<file path="src/rtl/dffsre_pkg.sv">
`default_nettype none
// ============================================================================
// dffsre_pkg : shared helpers and parameter checks for the dffsre lane bank
// Revision   : 1.0
// ============================================================================

package dffsre_pkg;

    function automatic int clog2_min1(input int n);
        int r;
        r = 0;
        while ((1 << r) < n) begin
            r = r + 1;
        end
        return (r < 1) ? 1 : r;
    endfunction

endpackage

`define DFFSRE_ELAB_CHECK(LABEL, COND) \
    if (!(COND)) begin : LABEL \
        $error("dffsre parameter check failed"); \
    end

`default_nettype wire

</file>
<file path="src/rtl/dffsre_pipe_lane.sv">
`default_nettype none
// ============================================================================
// dffsre_pipe_lane : one WIDTH x DEPTH enable-gated shift chain with set,
//                    saturating fill counter and registered primed flag
// Revision         : 1.0
// ============================================================================

module dffsre_pipe_lane
    import dffsre_pkg::*;
#(
    parameter int WIDTH   = 1,
    parameter int DEPTH   = 1,
    parameter int SET_VAL = 1
) (
    input  logic             i_clk,
    input  logic             i_rst_n,
    input  logic             i_en,
    input  logic             i_set,
    input  logic [WIDTH-1:0] i_d,
    output logic [WIDTH-1:0] o_q,
    output logic             o_primed
);

    localparam int               FW       = clog2_min1(DEPTH + 1);
    localparam logic [FW-1:0]    FILL_MAX = FW'(DEPTH);
    // A set value of 1 means "all ones" regardless of lane width.
    localparam logic [WIDTH-1:0] SET_WORD = (SET_VAL == 1) ? {WIDTH{1'b1}} : WIDTH'(SET_VAL);

    logic [WIDTH-1:0] stage_q [DEPTH];
    logic [WIDTH-1:0] stage_d [DEPTH];
    logic [FW-1:0]    fill_q;
    logic [FW-1:0]    fill_d;
    logic             primed_q;
    logic             primed_d;

    always_comb begin
        for (int k = 0; k < DEPTH; k++) begin
            stage_d[k] = stage_q[k];
        end
        fill_d = fill_q;
        if (i_set) begin
            for (int k = 0; k < DEPTH; k++) begin
                stage_d[k] = SET_WORD;
            end
            fill_d = FILL_MAX;
        end else if (i_en) begin
            stage_d[0] = i_d;
            for (int k = 1; k < DEPTH; k++) begin
                stage_d[k] = stage_q[k-1];
            end
            if (fill_q != FILL_MAX) begin
                fill_d = fill_q + FW'(1);
            end
        end
        primed_d = (fill_d == FILL_MAX);
    end

    always_ff @(posedge i_clk or negedge i_rst_n) begin
        if (!i_rst_n) begin
            for (int k = 0; k < DEPTH; k++) begin
                stage_q[k] <= '0;
            end
            fill_q   <= '0;
            primed_q <= 1'b0;
        end else begin
            for (int k = 0; k < DEPTH; k++) begin
                stage_q[k] <= stage_d[k];
            end
            fill_q   <= fill_d;
            primed_q <= primed_d;
        end
    end

    assign o_q      = stage_q[DEPTH-1];
    assign o_primed = primed_q;

endmodule

`default_nettype wire

</file>
<file path="src/rtl/dffsre_pipe_bank.sv">
`default_nettype none
// ============================================================================
// dffsre_pipe_bank : NCH independent dffsre pipeline lanes with shared set
//                    and sel-gated (combinational or registered) outputs
// Revision         : 1.0
// ============================================================================

module dffsre_pipe_bank
    import dffsre_pkg::*;
#(
    parameter int WIDTH    = 1,
    parameter int NCH      = 8,
    parameter int DEPTH    = 1,
    parameter int SET_VAL  = 1,
    parameter int GATE_REG = 0
) (
    input  logic                 C,
    input  logic                 R,
    input  logic [NCH*WIDTH-1:0] D,
    input  logic [NCH-1:0]       E,
    input  logic                 S,
    input  logic                 sel,
    output logic [NCH*WIDTH-1:0] Q,
    output logic [NCH*WIDTH-1:0] Q_out,
    output logic [NCH-1:0]       primed
);

    `DFFSRE_ELAB_CHECK(g_chk_width, WIDTH >= 1)
    `DFFSRE_ELAB_CHECK(g_chk_nch,   NCH >= 1)
    `DFFSRE_ELAB_CHECK(g_chk_depth, DEPTH >= 1)

    for (genvar i = 0; i < NCH; i++) begin : g_lane
        dffsre_pipe_lane #(
            .WIDTH   (WIDTH),
            .DEPTH   (DEPTH),
            .SET_VAL (SET_VAL)
        ) u_lane (
            .i_clk    (C),
            .i_rst_n  (R),
            .i_en     (E[i]),
            .i_set    (S),
            .i_d      (D[i*WIDTH +: WIDTH]),
            .o_q      (Q[i*WIDTH +: WIDTH]),
            .o_primed (primed[i])
        );
    end

    if (GATE_REG != 0) begin : g_gate_reg
        logic [NCH*WIDTH-1:0] qout_q;
        logic [NCH*WIDTH-1:0] qout_d;

        // Samples the currently visible Q, so the gated copy trails Q by one edge.
        always_comb begin
            qout_d = sel ? Q : '0;
        end

        always_ff @(posedge C or negedge R) begin
            if (!R) begin
                qout_q <= '0;
            end else begin
                qout_q <= qout_d;
            end
        end

        assign Q_out = qout_q;
    end else begin : g_gate_comb
        assign Q_out = sel ? Q : '0;
    end

endmodule

`default_nettype wire
</file>
<file path="config.mk">
export PLATFORM = sky130hd
export DESIGN_NAME = dffsre_pipe_bank
export DESIGN_NICKNAME = d
export VERILOG_FILES = /design/src/rtl/dffsre_pkg.sv /design/src/rtl/dffsre_pipe_lane.sv /design/src/rtl/dffsre_pipe_bank.sv
export SDC_FILE = /design/constraint.sdc
export NUM_CORES = 1
export LEC_CHECK = 0
export BUFFER_PORTS_ARGS = -buffer_cell sky130_fd_sc_hd__buf_2
export CAP_MARGIN = 20
export CELL_PAD_IN_SITES_DETAIL_PLACEMENT = 1
export CELL_PAD_IN_SITES_GLOBAL_PLACEMENT = 1
export CORE_MARGIN = 2
export CORE_UTILIZATION = 33
export DETAILED_ROUTE_END_ITERATION = 6
export HOLD_SLACK_MARGIN = 0.03
export MAX_ROUTING_LAYER = met4
export PLACE_DENSITY_LB_ADDON = 0.1
export SLEW_MARGIN = 15
export SYNTH_ARGS = -nofsm -noshare
export SYNTH_HDL_FRONTEND = slang
export SYNTH_SLANG_ARGS = --single-unit
</file>
<file path="constraint.sdc">
create_clock -name C -period 1.5 [get_ports C]
set_input_delay 0.3 -clock C [delete_from_list [all_inputs] [get_ports C]]
set_output_delay 0.3 -clock C [all_outputs]
set_load 0.05 [all_outputs]
</file>
# Yosys cells after proc, flatten, opt, wreduce, memory -nomap -nowiden
# Cells that the tools add are included.
# word_totals
register_bits,16
inputBits,20
output_inout_bits,24
wordCells,73
# classes
addsub,8
mux,41
reduce_logical,8
# op_table
operator,count
$mux 1,40
$reduce_bool 2->1,8
$add 1x1->1 const B,8
$mux 8,1

# Logic depth before layout (Yosys ltp)
# depth
depth_word,4
depth_mapped,2
ltp_nobuf,2

# Cells and area by module
# From an unflattened synthesis, not the netlist that was laid out.
# unflattened
hier_cells,48
area_unflattened_um2,620.6
# by_module_without_submodules
mod,n_inst,cells_per_inst,area_each_um2,seq_area_each_um2
dffsre_pipe_lane,8,5,71.3,50.0
dffsre_pipe_bank,1,8,50.0,0.0

# Least setup slack after synthesis
# OpenSTA, ideal clock, no wires.
# synth_timing
path_kind,reg2out
from,reg g_lane[0].u_lane.stage_q
to,out Q_out[0]
arrival_time_ps,752
t_required_ps,1200
slack_ps,448
path_stages_with_launch,2
n_path_buf,0
path_cell_list,dfrtp_1 > and2_1
# synth_via
elab_chain_len,1
# synth_rtl
element,line,text
"start, declared",dffsre_pipe_lane.sv:29,logic [WIDTH-1:0] stage_q [DEPTH];
"start signal, assigned by index",dffsre_pipe_lane.sv:67,stage_q[k] <= stage_d[k];
$mux 8,dffsre_pipe_bank.sv:67,assign Q_out = sel ? Q : '0;
"end, declared",dffsre_pipe_bank.sv:24,"output logic [NCH*WIDTH-1:0] Q_out,"
# Every way passes these cells.

# Final worst setup path
# layout_timing
from,reg g_lane[2].u_lane.stage_q
to,out Q_out[2]
# layout_via
elab_chain_len,1
# layout_rtl
element,line
"start, declared",dffsre_pipe_lane.sv:29
"start signal, assigned by index",dffsre_pipe_lane.sv:67
$mux 8,dffsre_pipe_bank.sv:67
# Every way passes these cells.

==> results.py <==
metrics = {
    "sta": {
        "layout_min_cycle_time_ns": 1.33,
        "final.setup.tns_ns": 0,
        "period_share_pct": 88.6,
        "worstMarginPinSlew_ns": 0.363,
        "fmax_mhz": 753,
        "setup_viol": 0,
        "finClkSkew_ns": 0,
        "max_slew_margin_pct": 75.8,
        "grt_setup_unrepaired": "no",
        "drv_slew": 0,
        "setup_slack_ns": 0.171,
        "finalHoldViolations": 0,
    },
    "logic_synthesis": {
        "synth.avg_cell_area_sq_um": 11.9,
        "syn_nets": 85,
        "ys_seq_elements": 16,
        "synth_warnings": 0,
        "syn_area_sq_um": 774,
        "synth_seq_area_share_pct": 51.7,
        "ys_types": 9,
        "synth_cells": 65,
    },
    "worst_setup_path": {
        "crit_required_ns": 1.20,
        "r2r_end": "g_lane[7].u_lane.fill_q",
        "critPathKind": "register to output pin",
        "cp-start-kind": "register",
        "cp.arrival_ns": 1.03,
        "worstPathMaxFanout": 3,
        "rrSetupSlack_ns": 0.54,
        "cp-end-kind": "output pin",
        "r2r_cells": 1,
        "r2r-start": "g_lane[7].u_lane.fill_q",
    },
    "floorplanning": {
        "start_util_pct": 35.0,
        "ios": 44,
        "core_area_sq_um": 2210,
        "placementRows": 17,
        "die_x_um": 52.4,
        "die_h_um": 52.4,
        "dieArea_sq_um": 2750,
    },
    "cts": {
        "clk_pin_slew_worst_paths_ns": 0.08,
        "htreeDepth": 1,
        "cts_buffers": 3,
        "cts_tree": "built",
        "cts_root_buffer": "clkbuf_4",
        "postCtsHoldBufs": 1,
        "cts_resized": 0,
        "cts_max_path_buffers": 2,
        "post_cts_buffers": 0,
        "cts.sinks": 16,
        "insertion_delay_ns": 0.27,
    },
    "min_path": {
        "hold_depth": 2,
        "min_path_type": "input pin to register",
        "min_to": "g_lane[4].u_lane.o_q",
        "min_from": "D[4]",
    },
    "outcome": {
        "outcome": "complete, no violations",
    },
    "placed_design": {
        "gp_congestion": 0.669,
        "dp_hpwl_mm": 1.30,
        "pre_cts_slack_ns": 0.334,
        "numPortBuffers": 43,
    },
    "run": {
        "cap_violations": 0,
    },
    "global_route": {
        "grt_max_degree": 17,
        "grt_pass1_wl_mm": 2.59,
        "grt_pass1_vias": 561,
        "grt-ovfl-total": 0,
        "antenna_found_initial": 0,
        "track_usage_pct": 13.6,
    },
    "route": {
        "viasPerCell": 4.63,
        "firstDrtPassIters": 1,
        "wl_mm": 1.64,
        "dr_total_vias": 570,
        "wl_per_cell_um": 13.4,
        "drtIter0Drc": 0,
        "drc": 0,
        "drtAntennaViolNets": 0,
    },
    "pwr": {
        "peakVddDrop_mv": 0.590,
        "p_leak_nw": 0.396,
        "powerDensity_nw_per_um2": 962,
    },
    "final_layout": {
        "final_common_cell": "buf_2",
        "diodes": 0,
        "drive_gt1_share_pct": 64.2,
        "final_cell_mix": "buf_2 (43), dfrtp_1 (16), and2_1 (8), nor2b_1 (8), a211o_2 (8)",
        "fin_nets": 117,
        "syn_to_final_growth_pct": 19.5,
    },
}
-- critical path, stage by stage (launching register included) --
cell	delay, ns
dfrtp_1	0.40
and2_1	0.15
buf_2	0.20
-- cells in the mapped netlist (all sizes together) --
cell / count / area, sq um
a211o: 8 / 80.1
and2: 8 / 50.1
buf: 17 / 131
dfrtp: 16 / 400
nor2b: 8 / 50.1
or3: 8 / 62.6
-- report_power, final --
group | total [W] | internal, W | switching [W]
sequential | 0.000454 | 0.000445 | 0.00000897
clock | 0.000210 | 0.0000929 | 0.000117
combinational | 0.000226 | 0.0000666 | 0.000160
-- flip-flops by register name (all words and copies together) (netlist names) --
signal	count
g_lane.u_lane.o_q	8
g_lane.u_lane.fill_q	8
-- cell families (layout without fill, tap and decap cells) --
group                  after synthesis  count (layout)  synth area share (%)
buffers and inverters               17              47                  17.0
AND/OR/NAND/NOR                     24              24                  21.0
flip-flops                          16              16                  51.7
AO/OA/AOI/OAI                        8               8                  10.3
-- worst max path at each step --
stage	cells after the start	from	slack, ns	to
2_1_floorplan	1	g_lane[0].u_lane.o_q	0.45	Q_out[0]
3_3_place_gp	3	sel	0.32	Q_out[0]
3_5_place_dp	3	sel	0.33	Q_out[5]
4_1_cts	2	g_lane[2].u_lane.o_q	0.15	Q_out[2]
5_1_grt	2	g_lane[4].u_lane.o_q	0.11	Q_out[4]
6_report	2	g_lane[2].u_lane.o_q	0.17	Q_out[2]
-- metal layers --
metal  up-vias  track usage, %  routed length, um
met3         2            5.14                105
li1        268               -                  -
met2        22            22.5                872
met4         0            2.56                  8
met1       278            15.8                657
met5         -               -                  0
-- layout make-up --
type,count,area (sq um)
Clock buffer,3,22.5
Tap cell,28,35.0
Timing Repair Buffer,44,225
Sequential cell,16,400
Fill cell,266,1290
Multi-Input combinational cell,32,243
-- metrics by stage --
step / total power (W) / area (sq um) / hold slack, ns / cells / util [%]
after floorplan: 0.000635 / 774 / 0.00441 / 65 / -
after global placement: 0.000687 / 893 / 0.237 / 119 / 40.4
after detailed placement: 0.000691 / 893 / 0.238 / 119 / 40.4
after CTS: 0.000914 / 926 / 0.226 / 123 / 41.9
after global routing: 0.000942 / 926 / 0.223 / 123 / 41.9
final: 0.000891 / 926 / 0.237 / 123 / 41.9
No activity file was read; power rests on OpenSTA's default activity.
